===== config.mk =====
export PLATFORM = sky130hd
export DESIGN_NAME = alu_arbiter
export DESIGN_NICKNAME = d
export VERILOG_FILES = /design/src/rtl/alu_arb_pkg.sv /design/src/rtl/alu.sv /design/src/rtl/alu_arbiter_rr_pick2.sv /design/src/rtl/alu_arbiter.sv
export SDC_FILE = /design/constraint.sdc
export NUM_CORES = 1
export LEC_CHECK = 0
export ABC_AREA = 1
export BUFFER_PORTS_ARGS = -buffer_cell sky130_fd_sc_hd__buf_2
export CAP_MARGIN = 20
export CELL_PAD_IN_SITES_DETAIL_PLACEMENT = 1
export CELL_PAD_IN_SITES_GLOBAL_PLACEMENT = 1
export CORE_MARGIN = 2
export CORE_UTILIZATION = 35
export CTS_CLUSTER_DIAMETER = 200
export DETAILED_ROUTE_END_ITERATION = 8
export GPL_ROUTABILITY_DRIVEN = 0
export GPL_TIMING_DRIVEN = 0
export PLACE_DENSITY_LB_ADDON = 0.1
export SLEW_MARGIN = 15
export SYNTH_ARGS = -nofsm -noshare
export SYNTH_HDL_FRONTEND = slang
export SYNTH_SLANG_ARGS = --single-unit

===== constraint.sdc =====
create_clock -name clock -period 3.7 [get_ports clock]
set_clock_uncertainty 0.2 [all_clocks]
set_input_delay 0.37 -clock clock [delete_from_list [all_inputs] [get_ports clock]]
set_output_delay 0.37 -clock clock [all_outputs]
set_load 0.02 [all_outputs]

===== src/rtl/alu_arb_pkg.sv =====
// Shared types and constants for the two-port ALU arbiter: FSM encoding and ALU opcodes.
package alu_arb_pkg;

  typedef enum logic [1:0] {
    IDLE = 2'b00,
    EXEC = 2'b01,
    RESP = 2'b10
  } arb_state_e;

  localparam logic [4:0] ALU_ADD = 5'b00000;
  localparam logic [4:0] ALU_SUB = 5'b00001;
  localparam logic [4:0] ALU_AND = 5'b00010;
  localparam logic [4:0] ALU_OR  = 5'b00011;
  localparam logic [4:0] ALU_XOR = 5'b00100;
  localparam logic [4:0] ALU_SLL = 5'b00101;
  localparam logic [4:0] ALU_SRL = 5'b00110;
  localparam logic [4:0] ALU_SRA = 5'b00111;

endpackage


===== src/rtl/alu.sv =====
// Combinational ALU. The set-less-than flag always comes from A-B: result sign
// corrected by the signed-subtract overflow, independent of the selected opcode.
module alu
  import alu_arb_pkg::*;
#(
  parameter int DATA_W  = 32,
  parameter int OP_W    = 5,
  parameter int SHAMT_W = 5
) (
  input  logic [OP_W-1:0]    op,
  input  logic [SHAMT_W-1:0] shamt,
  input  logic [DATA_W-1:0]  a,
  input  logic [DATA_W-1:0]  b,
  output logic [DATA_W-1:0]  result,
  output logic               lt,
  output logic               ne,
  output logic               ovf
);

  logic [DATA_W-1:0] sum;
  logic [DATA_W-1:0] diff;
  logic              add_ovf;
  logic              sub_ovf;

  // Result mux plus comparison/overflow flags.
  always_comb begin
    sum     = a + b;
    diff    = a - b;
    add_ovf = (a[DATA_W-1] == b[DATA_W-1]) && (sum[DATA_W-1] != a[DATA_W-1]);
    sub_ovf = (a[DATA_W-1] != b[DATA_W-1]) && (diff[DATA_W-1] != a[DATA_W-1]);
    lt      = diff[DATA_W-1] ^ sub_ovf;
    ne      = (a != b);
    result  = '0;
    ovf     = 1'b0;
    case (op)
      ALU_ADD: begin result = sum;  ovf = add_ovf; end
      ALU_SUB: begin result = diff; ovf = sub_ovf; end
      ALU_AND: result = a & b;
      ALU_OR:  result = a | b;
      ALU_XOR: result = a ^ b;
      ALU_SLL: result = a << shamt;
      ALU_SRL: result = a >> shamt;
      ALU_SRA: result = $signed(a) >>> shamt;
      default: begin result = '0; ovf = 1'b0; end
    endcase
  end

endmodule


===== src/rtl/alu_arbiter_rr_pick2.sv =====
// Two-way round-robin pick: a lone requester always wins, a tie goes to ptr.
module rr_pick2 (
  input  logic [1:0] valid,
  input  logic       ptr,
  output logic       grant_id,
  output logic       grant_any
);

  // Winner selection.
  always_comb begin
    grant_any = |valid;
    case (valid)
      2'b01:   grant_id = 1'b0;
      2'b10:   grant_id = 1'b1;
      2'b11:   grant_id = ptr;
      default: grant_id = ptr;
    endcase
  end

endmodule


===== src/rtl/alu_arbiter.sv =====
// Round-robin sharing of one ALU between two valid/ready requesters, one op per 3 cycles.
// Optional per-requester saturating grant counters under ALU_ARB_STATS_EN.
module alu_arbiter
  import alu_arb_pkg::*;
#(
  parameter int DATA_W  = 32,
  parameter int OP_W    = 5,
  parameter int SHAMT_W = 5,
  parameter int CNT_W   = 16
) (
  input  logic               clock,
  input  logic               reset_n,
`ifdef ALU_ARB_STATS_EN
  output logic [CNT_W-1:0]   grant_cnt_0,
  output logic [CNT_W-1:0]   grant_cnt_1,
`endif
  input  logic               req_valid_0,
  output logic               req_ready_0,
  input  logic [OP_W-1:0]    req_op_0,
  input  logic [SHAMT_W-1:0] req_shamt_0,
  input  logic [DATA_W-1:0]  req_a_0,
  input  logic [DATA_W-1:0]  req_b_0,
  output logic               resp_valid_0,
  input  logic               resp_ready_0,
  output logic [DATA_W-1:0]  resp_result_0,
  output logic               resp_lt_0,
  output logic               resp_ne_0,
  output logic               resp_ovf_0,
  input  logic               req_valid_1,
  output logic               req_ready_1,
  input  logic [OP_W-1:0]    req_op_1,
  input  logic [SHAMT_W-1:0] req_shamt_1,
  input  logic [DATA_W-1:0]  req_a_1,
  input  logic [DATA_W-1:0]  req_b_1,
  output logic               resp_valid_1,
  input  logic               resp_ready_1,
  output logic [DATA_W-1:0]  resp_result_1,
  output logic               resp_lt_1,
  output logic               resp_ne_1,
  output logic               resp_ovf_1
);

  arb_state_e             state_q, state_d;
  logic                   rr_ptr_q, rr_ptr_d;
  logic                   gid_q, gid_d;
  logic [OP_W-1:0]        op_q, op_d;
  logic [SHAMT_W-1:0]     shamt_q, shamt_d;
  logic [DATA_W-1:0]      a_q, a_d;
  logic [DATA_W-1:0]      b_q, b_d;
  logic [1:0][DATA_W-1:0] res_q, res_d;
  logic [1:0]             lt_q, lt_d;
  logic [1:0]             ne_q, ne_d;
  logic [1:0]             ovf_q, ovf_d;

  logic [1:0]             req_valid_s;
  logic [1:0]             req_ready_s;
  logic                   pick_id;
  logic                   pick_any;
  logic                   resp_sel_ready;
  logic [DATA_W-1:0]      alu_result;
  logic                   alu_lt;
  logic                   alu_ne;
  logic                   alu_ovf;

  assign req_valid_s    = {req_valid_1, req_valid_0};
  assign resp_sel_ready = gid_q ? resp_ready_1 : resp_ready_0;

  rr_pick2 u_pick (
    .valid     (req_valid_s),
    .ptr       (rr_ptr_q),
    .grant_id  (pick_id),
    .grant_any (pick_any)
  );

  alu #(
    .DATA_W  (DATA_W),
    .OP_W    (OP_W),
    .SHAMT_W (SHAMT_W)
  ) u_alu (
    .op     (op_q),
    .shamt  (shamt_q),
    .a      (a_q),
    .b      (b_q),
    .result (alu_result),
    .lt     (alu_lt),
    .ne     (alu_ne),
    .ovf    (alu_ovf)
  );

  // Next-state, grant latch and response capture.
  always_comb begin
    state_d     = state_q;
    rr_ptr_d    = rr_ptr_q;
    gid_d       = gid_q;
    op_d        = op_q;
    shamt_d     = shamt_q;
    a_d         = a_q;
    b_d         = b_q;
    res_d       = res_q;
    lt_d        = lt_q;
    ne_d        = ne_q;
    ovf_d       = ovf_q;
    req_ready_s = 2'b00;
    case (state_q)
      IDLE: begin
        // reset_n gating keeps req_ready low while reset is held.
        if (pick_any && reset_n) begin
          req_ready_s[pick_id] = 1'b1;
          gid_d                = pick_id;
          if (pick_id) begin
            op_d    = req_op_1;
            shamt_d = req_shamt_1;
            a_d     = req_a_1;
            b_d     = req_b_1;
          end else begin
            op_d    = req_op_0;
            shamt_d = req_shamt_0;
            a_d     = req_a_0;
            b_d     = req_b_0;
          end
          state_d = EXEC;
        end else begin
          state_d = IDLE;
        end
      end
      EXEC: begin
        res_d[gid_q] = alu_result;
        lt_d[gid_q]  = alu_lt;
        ne_d[gid_q]  = alu_ne;
        ovf_d[gid_q] = alu_ovf;
        state_d      = RESP;
      end
      RESP: begin
        if (resp_sel_ready) begin
          state_d  = IDLE;
          rr_ptr_d = ~gid_q;
        end else begin
          state_d = RESP;
        end
      end
      default: state_d = IDLE;
    endcase
  end

  // State, grant and response registers.
  always_ff @(posedge clock or negedge reset_n) begin
    if (!reset_n) begin
      state_q  <= IDLE;
      rr_ptr_q <= 1'b0;
      gid_q    <= 1'b0;
      op_q     <= '0;
      shamt_q  <= '0;
      a_q      <= '0;
      b_q      <= '0;
      res_q    <= '0;
      lt_q     <= 2'b00;
      ne_q     <= 2'b00;
      ovf_q    <= 2'b00;
    end else begin
      state_q  <= state_d;
      rr_ptr_q <= rr_ptr_d;
      gid_q    <= gid_d;
      op_q     <= op_d;
      shamt_q  <= shamt_d;
      a_q      <= a_d;
      b_q      <= b_d;
      res_q    <= res_d;
      lt_q     <= lt_d;
      ne_q     <= ne_d;
      ovf_q    <= ovf_d;
    end
  end

  assign req_ready_0   = req_ready_s[0];
  assign req_ready_1   = req_ready_s[1];
  assign resp_valid_0  = (state_q == RESP) && !gid_q;
  assign resp_valid_1  = (state_q == RESP) &&  gid_q;
  assign resp_result_0 = res_q[0];
  assign resp_result_1 = res_q[1];
  assign resp_lt_0     = lt_q[0];
  assign resp_lt_1     = lt_q[1];
  assign resp_ne_0     = ne_q[0];
  assign resp_ne_1     = ne_q[1];
  assign resp_ovf_0    = ovf_q[0];
  assign resp_ovf_1    = ovf_q[1];

`ifdef ALU_ARB_STATS_EN
  localparam logic [CNT_W-1:0] CNT_MAX = {CNT_W{1'b1}};
  localparam logic [CNT_W-1:0] CNT_ONE = {{(CNT_W-1){1'b0}}, 1'b1};

  logic [1:0][CNT_W-1:0] cnt_q, cnt_d;

  // Saturating accept counters.
  always_comb begin
    cnt_d = cnt_q;
    for (int k = 0; k < 2; k++) begin
      if (req_valid_s[k] && req_ready_s[k] && (cnt_q[k] != CNT_MAX)) begin
        cnt_d[k] = cnt_q[k] + CNT_ONE;
      end else begin
        cnt_d[k] = cnt_q[k];
      end
    end
  end

  // Counter registers, cleared only by reset.
  always_ff @(posedge clock or negedge reset_n) begin
    if (!reset_n) begin
      cnt_q <= '0;
    end else begin
      cnt_q <= cnt_d;
    end
  end

  assign grant_cnt_0 = cnt_q[0];
  assign grant_cnt_1 = cnt_q[1];
`endif

endmodule


After elaboration in Yosys (flattened, before gate mapping)

Index checks and enable logic that the tools add are counted.

Register bits: 148
Bits in latches: 0
RAM bits: 0
Memory bits (read-only): 0
Bits of input ports: 154
Output and inout port bits: 74
Word-level logic and storage cells: 78
Memories kept: 0

Add/subtract/negate cells: 2
Multipliers: 0
Divide/modulo/power cells: 0
Magnitude comparators: 4
Equality and inequality tests: 16
Shifts and indexed selects: 3
Muxes and demuxes: 23
Bitwise gates (word level): 5
Reduce and logical (&&, ||, !) cells: 13

Operator list:

| operator                                                         | number |
|---|---|
| 32-bit case mux with 8 select lines                              | 1 |
| 32-bit 2-to-1 mux                                                | 3 |
| 64-bit bitwise mux                                               | 1 |
| 32-bit adder                                                     | 1 |
| 32-bit bitwise AND                                               | 1 |
| 32-bit demux with 1-bit select                                   | 1 |
| 32-bit inequality test                                           | 1 |
| 32-bit OR                                                        | 1 |
| 32-bit by 5-bit left shift with 32-bit output                    | 1 |
| 32-bit by 5-bit right shift with 32-bit output                   | 1 |
| 32-bit by 5-bit >>> shifter with 32-bit output                   | 1 |
| 32-bit subtractor                                                | 1 |
| 32-bit XOR                                                       | 1 |
| 5-bit by 3-bit == test with 1-bit output (second input constant) | 4 |
| 5-bit by 2-bit == test with 1-bit output (second input constant) | 2 |
| 5-bit 2-to-1 mux                                                 | 2 |
| 1-bit logical AND                                                | 7 |
| 2-bit bitwise mux                                                | 3 |
| 2-bit 2-to-1 mux                                                 | 3 |
| 2-bit case mux with 3 select lines                               | 1 |
| 5-bit by 1-bit == test with 1-bit output (second input constant) | 1 |
| 5-bit logical NOT                                                | 1 |
| 2-bit by 1-bit == test with 1-bit output (second input constant) | 2 |
| 2-bit == test (second input constant)                            | 2 |
| other kinds (13)                                                 | 23 |

Longest topological paths before layout

Depth after elaboration: 8
Depth in mapped cells: 26
Mapped depth without buffers: 25

Cells and area by module

A second synthesis with hierarchy kept.

Cells, all modules: 2971
Area total of the unflattened synthesis: 16779.8 um2

Modules (own cells, without submodules):

| module      | times used | cells an instance | area an instance (um2) | seq. area each (um2) |
|---|---|---|---|---|
| alu         | 1          | 2120              | 10236.1                | 0.0 |
| alu_arbiter | 1          | 842               | 6492.5                 | 3703.6 |
| rr_pick2    | 1          | 9                 | 51.3                   | 0.0 |

Least setup slack after synthesis

OpenSTA, ideal clock, no wires.

Path kind: flip-flop to flip-flop
From: reg a_q[24]
To: reg res_q (netlist bit resp_result_0[31])
Library setup time: 0.116 ns
Arrival: 2.905 ns
Required time: 3.384 ns
Setup slack: 0.478 ns
Cell stages (with the launch flop): 23
Path buffers: 1
Period minus slack after synthesis: 3.222 ns
Cell sequence: dfrtp_1 inv_1 ha_1 buf_4 inv_1 a21oi_1 o21ai_0 nand2_1 nand2_1 a21oi_1 nand2_1 nand2_1 a21oi_1 or2_2 fa_1 inv_1 o221ai_1 nor2_1 nand2_1 nor2_1 nand3_1 nand2_1 nand2_1

Word-level cells in the longest chain between the ends: 3
Elaborated cells on any way between the ends: 7
Those cells by class: 2 x add/sub; 3 x shift; 2 x mux

RTL lines:

| item                                            | line               | RTL |
|---|---|---|
| start: declaration                              | alu_arbiter.sv:48  | `logic [DATA_W-1:0] a_q, a_d;` |
| start signal: assignment                        | alu_arbiter.sv:153 | `a_q <= '0;` |
| start signal: assignment                        | alu_arbiter.sv:165 | `a_q <= a_d;` |
| 32-bit subtractor, or another cell as far along | alu.sv:28          | `diff = a - b;` |
| 32-bit case mux with 8 select lines *           | alu.sv:35          | `case (op)` |
| 64-bit bitwise mux *                            | alu_arbiter.sv:127 | `res_d[gid_q] = alu_result;` |
| end signal: assignment                          | alu_arbiter.sv:167 | `res_q <= res_d;` |
| end: declaration                                | alu_arbiter.sv:50  | `logic [1:0][DATA_W-1:0] res_q, res_d;` |

Mark *: on every way between the ends. The rest lies on a longest branch, timed or not.
A chain may end at the register's enable or synchronous reset.

Worst setup path after layout

From: reg a_q[2]
To: reg res_q (netlist bit resp_result_0[10])

The elaborated chain is that of the path after synthesis.

==> results.py <==
metrics = {
    "floorplanning": {
        "die_w_um": 218,
        "die_y_um": 218,
        "die-area_um2": 47600,
        "rows": 78,
        "ios": 228,
        "core-area_um2": 45300,
        "initial_core_util_pct": 35.5,
    },
    "worst_hold_path": {
        "hold_class": "in2reg",
        "hold-path-endpoint": "rr_ptr_q",
        "hold_depth": 5,
        "min_from": "resp_ready_1",
    },
    "synth": {
        "syn_inst": 2745,
        "synth_area_per_cell_um2": 5.85,
        "ys_types": 46,
        "yosysWarningCount": 0,
        "synth-edff-count": 0,
        "synthesis.area_um2": 16100,
        "yosysSeqAreaShare_pct": 23.1,
        "synth-seq-cells": 148,
        "synth-main-ff-cell": "dfrtp_1",
        "syn_nets": 3008,
        "async_flop_share_pct": 100,
    },
    "drt": {
        "drtAntennaViolNets": 0,
        "dr.pass1.iters": 6,
        "routed_wl_um": 93800,
        "drc": 0,
        "num_vias": 21900,
        "wl_per_cell_um": 24.4,
        "drtIter0Drc": 2054,
        "viasPerCell": 5.69,
    },
    "cells_and_area": {
        "areaGrowthSynthToFinish_pct": 33.2,
        "fin_cells": 3847,
        "finish.net_count": 3495,
        "drive_above_1_share_pct": 18.7,
        "postLayoutCoreUtil_pct": 47.2,
    },
    "status": {
        "status": "finished, violations left",
        "violations": "setup timing",
    },
    "clocking": {
        "clockBufferDepth": 2,
        "cts_buffers": 17,
        "tritoncts": "yes",
        "insertion_delay_ns": 0.49,
        "clock_sinks": 148,
        "clock-root-buffer": "clkbuf_16",
        "clkSlewWorstSetupHoldPaths_ns": 0.06,
        "htree_levels": 4,
    },
    "job": {
        "cap_violations": 0,
    },
    "place": {
        "hpwl_um": 71900,
        "placement.io_buffers": 227,
        "dpl.cell_count": 3573,
    },
    "critical_path": {
        "worstReg2RegStart": "a_q[2]",
        "crit_arrival_ns": 3.88,
        "reg2regPathDepth": 13,
        "critPathMaxFanout": 5,
        "path_class": "reg2reg",
        "worst_ep_required_time_ns": 3.87,
        "start_kind": "flop",
        "timing.rr.end": "resp_result_0[10]",
        "crit_path_end_kind": "flop",
        "r2r_slack_ns": -0.009,
    },
    "timing": {
        "min_period_ns": 3.71,
        "fin_ws_ns": -0.00871,
        "finalSetupViolations": 2,
        "hold_viol": 0,
        "relSlewSlack_pct": 25.4,
        "drv_slew": 0,
        "period_share_pct": 100,
        "max_freq_mhz": 270,
        "whs_ns": 0.0928,
        "worst_pin_slew_ns": 1.11,
        "tns_ns": -0.0154,
    },
    "power_and_ir_drop": {
        "p_per_area_nw_per_um2": 1140,
        "peakVddDrop_uv": 406,
        "leakage_nw": 11.3,
    },
    "grt": {
        "antenna_found_initial": 4,
        "groute.usage.overall_pct": 38.8,
        "grt_overflow": 0,
        "grt_pass1_vias": 22600,
        "grt_max_degree": 79,
        "grt_pass1_wl_um": 137000,
    },
}
==> layout make-up <==
cell class,count,area [um2]
multi-input cells,2173,11100
repair buffers,469,3380
clock inverters,13,148
inverters,302,1150
clock buffers,18,429
well taps,600,751
fillers,6187,23900
flip-flops and latches,148,3740
plain buffers,121,706
diodes,3,7.51
==> metrics by stage <==
step	area, um2	worst slack, ns	power (mW)
2_1_floorplan	16100	0.478	12.8
3_3_place_gp	17900	-1.69	18.6
3_5_place_dp	18000	-0.845	19.0
4_1_cts	20700	0.00354	22.3
5_1_grt	21400	-0.0172	25.7
6_report	21400	-0.00871	24.4
==> synth_stat cells (all sizes together), types with 26 or more instances <==
cell type / n / area (um2)
dfrtp: 148 / 3700
nand3: 354 / 1790
nor2: 208 / 845
nand2: 1118 / 4210
o21ai: 75 / 375
a21oi: 84 / 424
inv: 297 / 1120
o211ai: 100 / 751
clkbuf: 42 / 161
ha: 106 / 1330
nand4: 26 / 163
buf: 80 / 448
==> registers in the layout, indices dropped and copies added, names as in the netlist <==
name,flops
lt_q,2
op_q,5
gid_q,1
a_q,32
resp_result_0,32
rr_ptr_q,1
resp_result_1,32
ne_q,2
b_q,32
ovf_q,2
state_q,2
shamt_q,5
==> worst max-delay path: stages (launching register included) <==
cell and delay [ns]:
dfrtp_2 0.43, inv_1 0.14, ha_4 0.24, buf_4 0.15, nor2_1 0.38, nand3_1 0.13, nand3_1 0.27, nand2_1 0.13
nand2_1 0.24, nand2_1 0.08, a31oi_1 0.75, nand2_1 0.27, nand2_1 0.13, nand2_1 0.05
==> report_power, final <==
group          total, mW  switching [mW]  leakage (nW)  internal [mW]
registers           2.96           0.579          1.87           2.38
logic               19.6            13.5          9.15           6.10
clock network       1.81           0.815         0.282          0.997
==> how the worst max path moves through the flow <==
stage,startpoint,end,slack (ns)
detailed placement,a_q[20],resp_result_1[31],-0.85
global placement,reset_n,a_q[20],-1.69
finish,a_q[2],resp_result_0[10],-0.009
floorplan,a_q[24],resp_result_0[31],0.48
global route,b_q[21],resp_result_0[31],-0.02
CTS,b_q[10],resp_result_1[31],0.004
==> cell families after synthesis <==
| group | share of synthesized area, % |
|---|---|
| buf+inv | 10.9 |
| compound gates | 11.7 |
| fa+ha+maj | 8.63 |
| flops | 23.1 |
| simple gates | 45.5 |
| xor+xnor | 0.273 |
==> cell usage in the layout, fill, tap and decap left out, types with 4 or more instances in the layout <==
cell type,Yosys,final
o21bai_1,13,13
a31oi_1,5,5
clkbuf_16,0,17
buf_1,10,10
nand4_1,26,26
dfrtp_2,0,28
inv_1,288,235
buf_4,14,104
o211ai_1,100,100
o22ai_1,15,15
clkinv_2,2,4
nand3_2,4,6
clkbuf_1,39,40
dlygate4sd3_1,0,150
nand2_4,2,4
xor2_1,5,5
nor2_1,198,183
nor3_1,22,21
nor2_2,4,10
buf_2,52,265
inv_4,1,4
nand3_1,350,346
nand2_2,1,22
nand2_1,1115,1092
and2_1,10,10
dfrtp_1,148,120
ha_4,0,17
a21oi_1,83,76
nor2_4,5,14
ha_1,106,87
inv_6,0,5
buf_6,4,17
inv_2,8,58
o21ai_0,74,71
nand3b_1,10,10
a21oi_2,1,5
==> layer usage <==
layer	vias up	GRT usage, %	wire, um
li1	9792	-	-
met1	10700	46.3	36400
met2	1063	62.6	42500
met3	359	7.59	7470
met4	2	27.5	7410
met5	-	0	13
==> what timing repair did <==
item,4_1_cts,5_1_grt
endpoints found under the setup margin,8,8
pin swaps,11,31
endpoints found under the hold margin,146,0
cloned,0,1
buffers inserted,48,41
hold buffers,151,0
gates resized for setup,101,120
No activity file was read; power rests on OpenSTA's default activity.
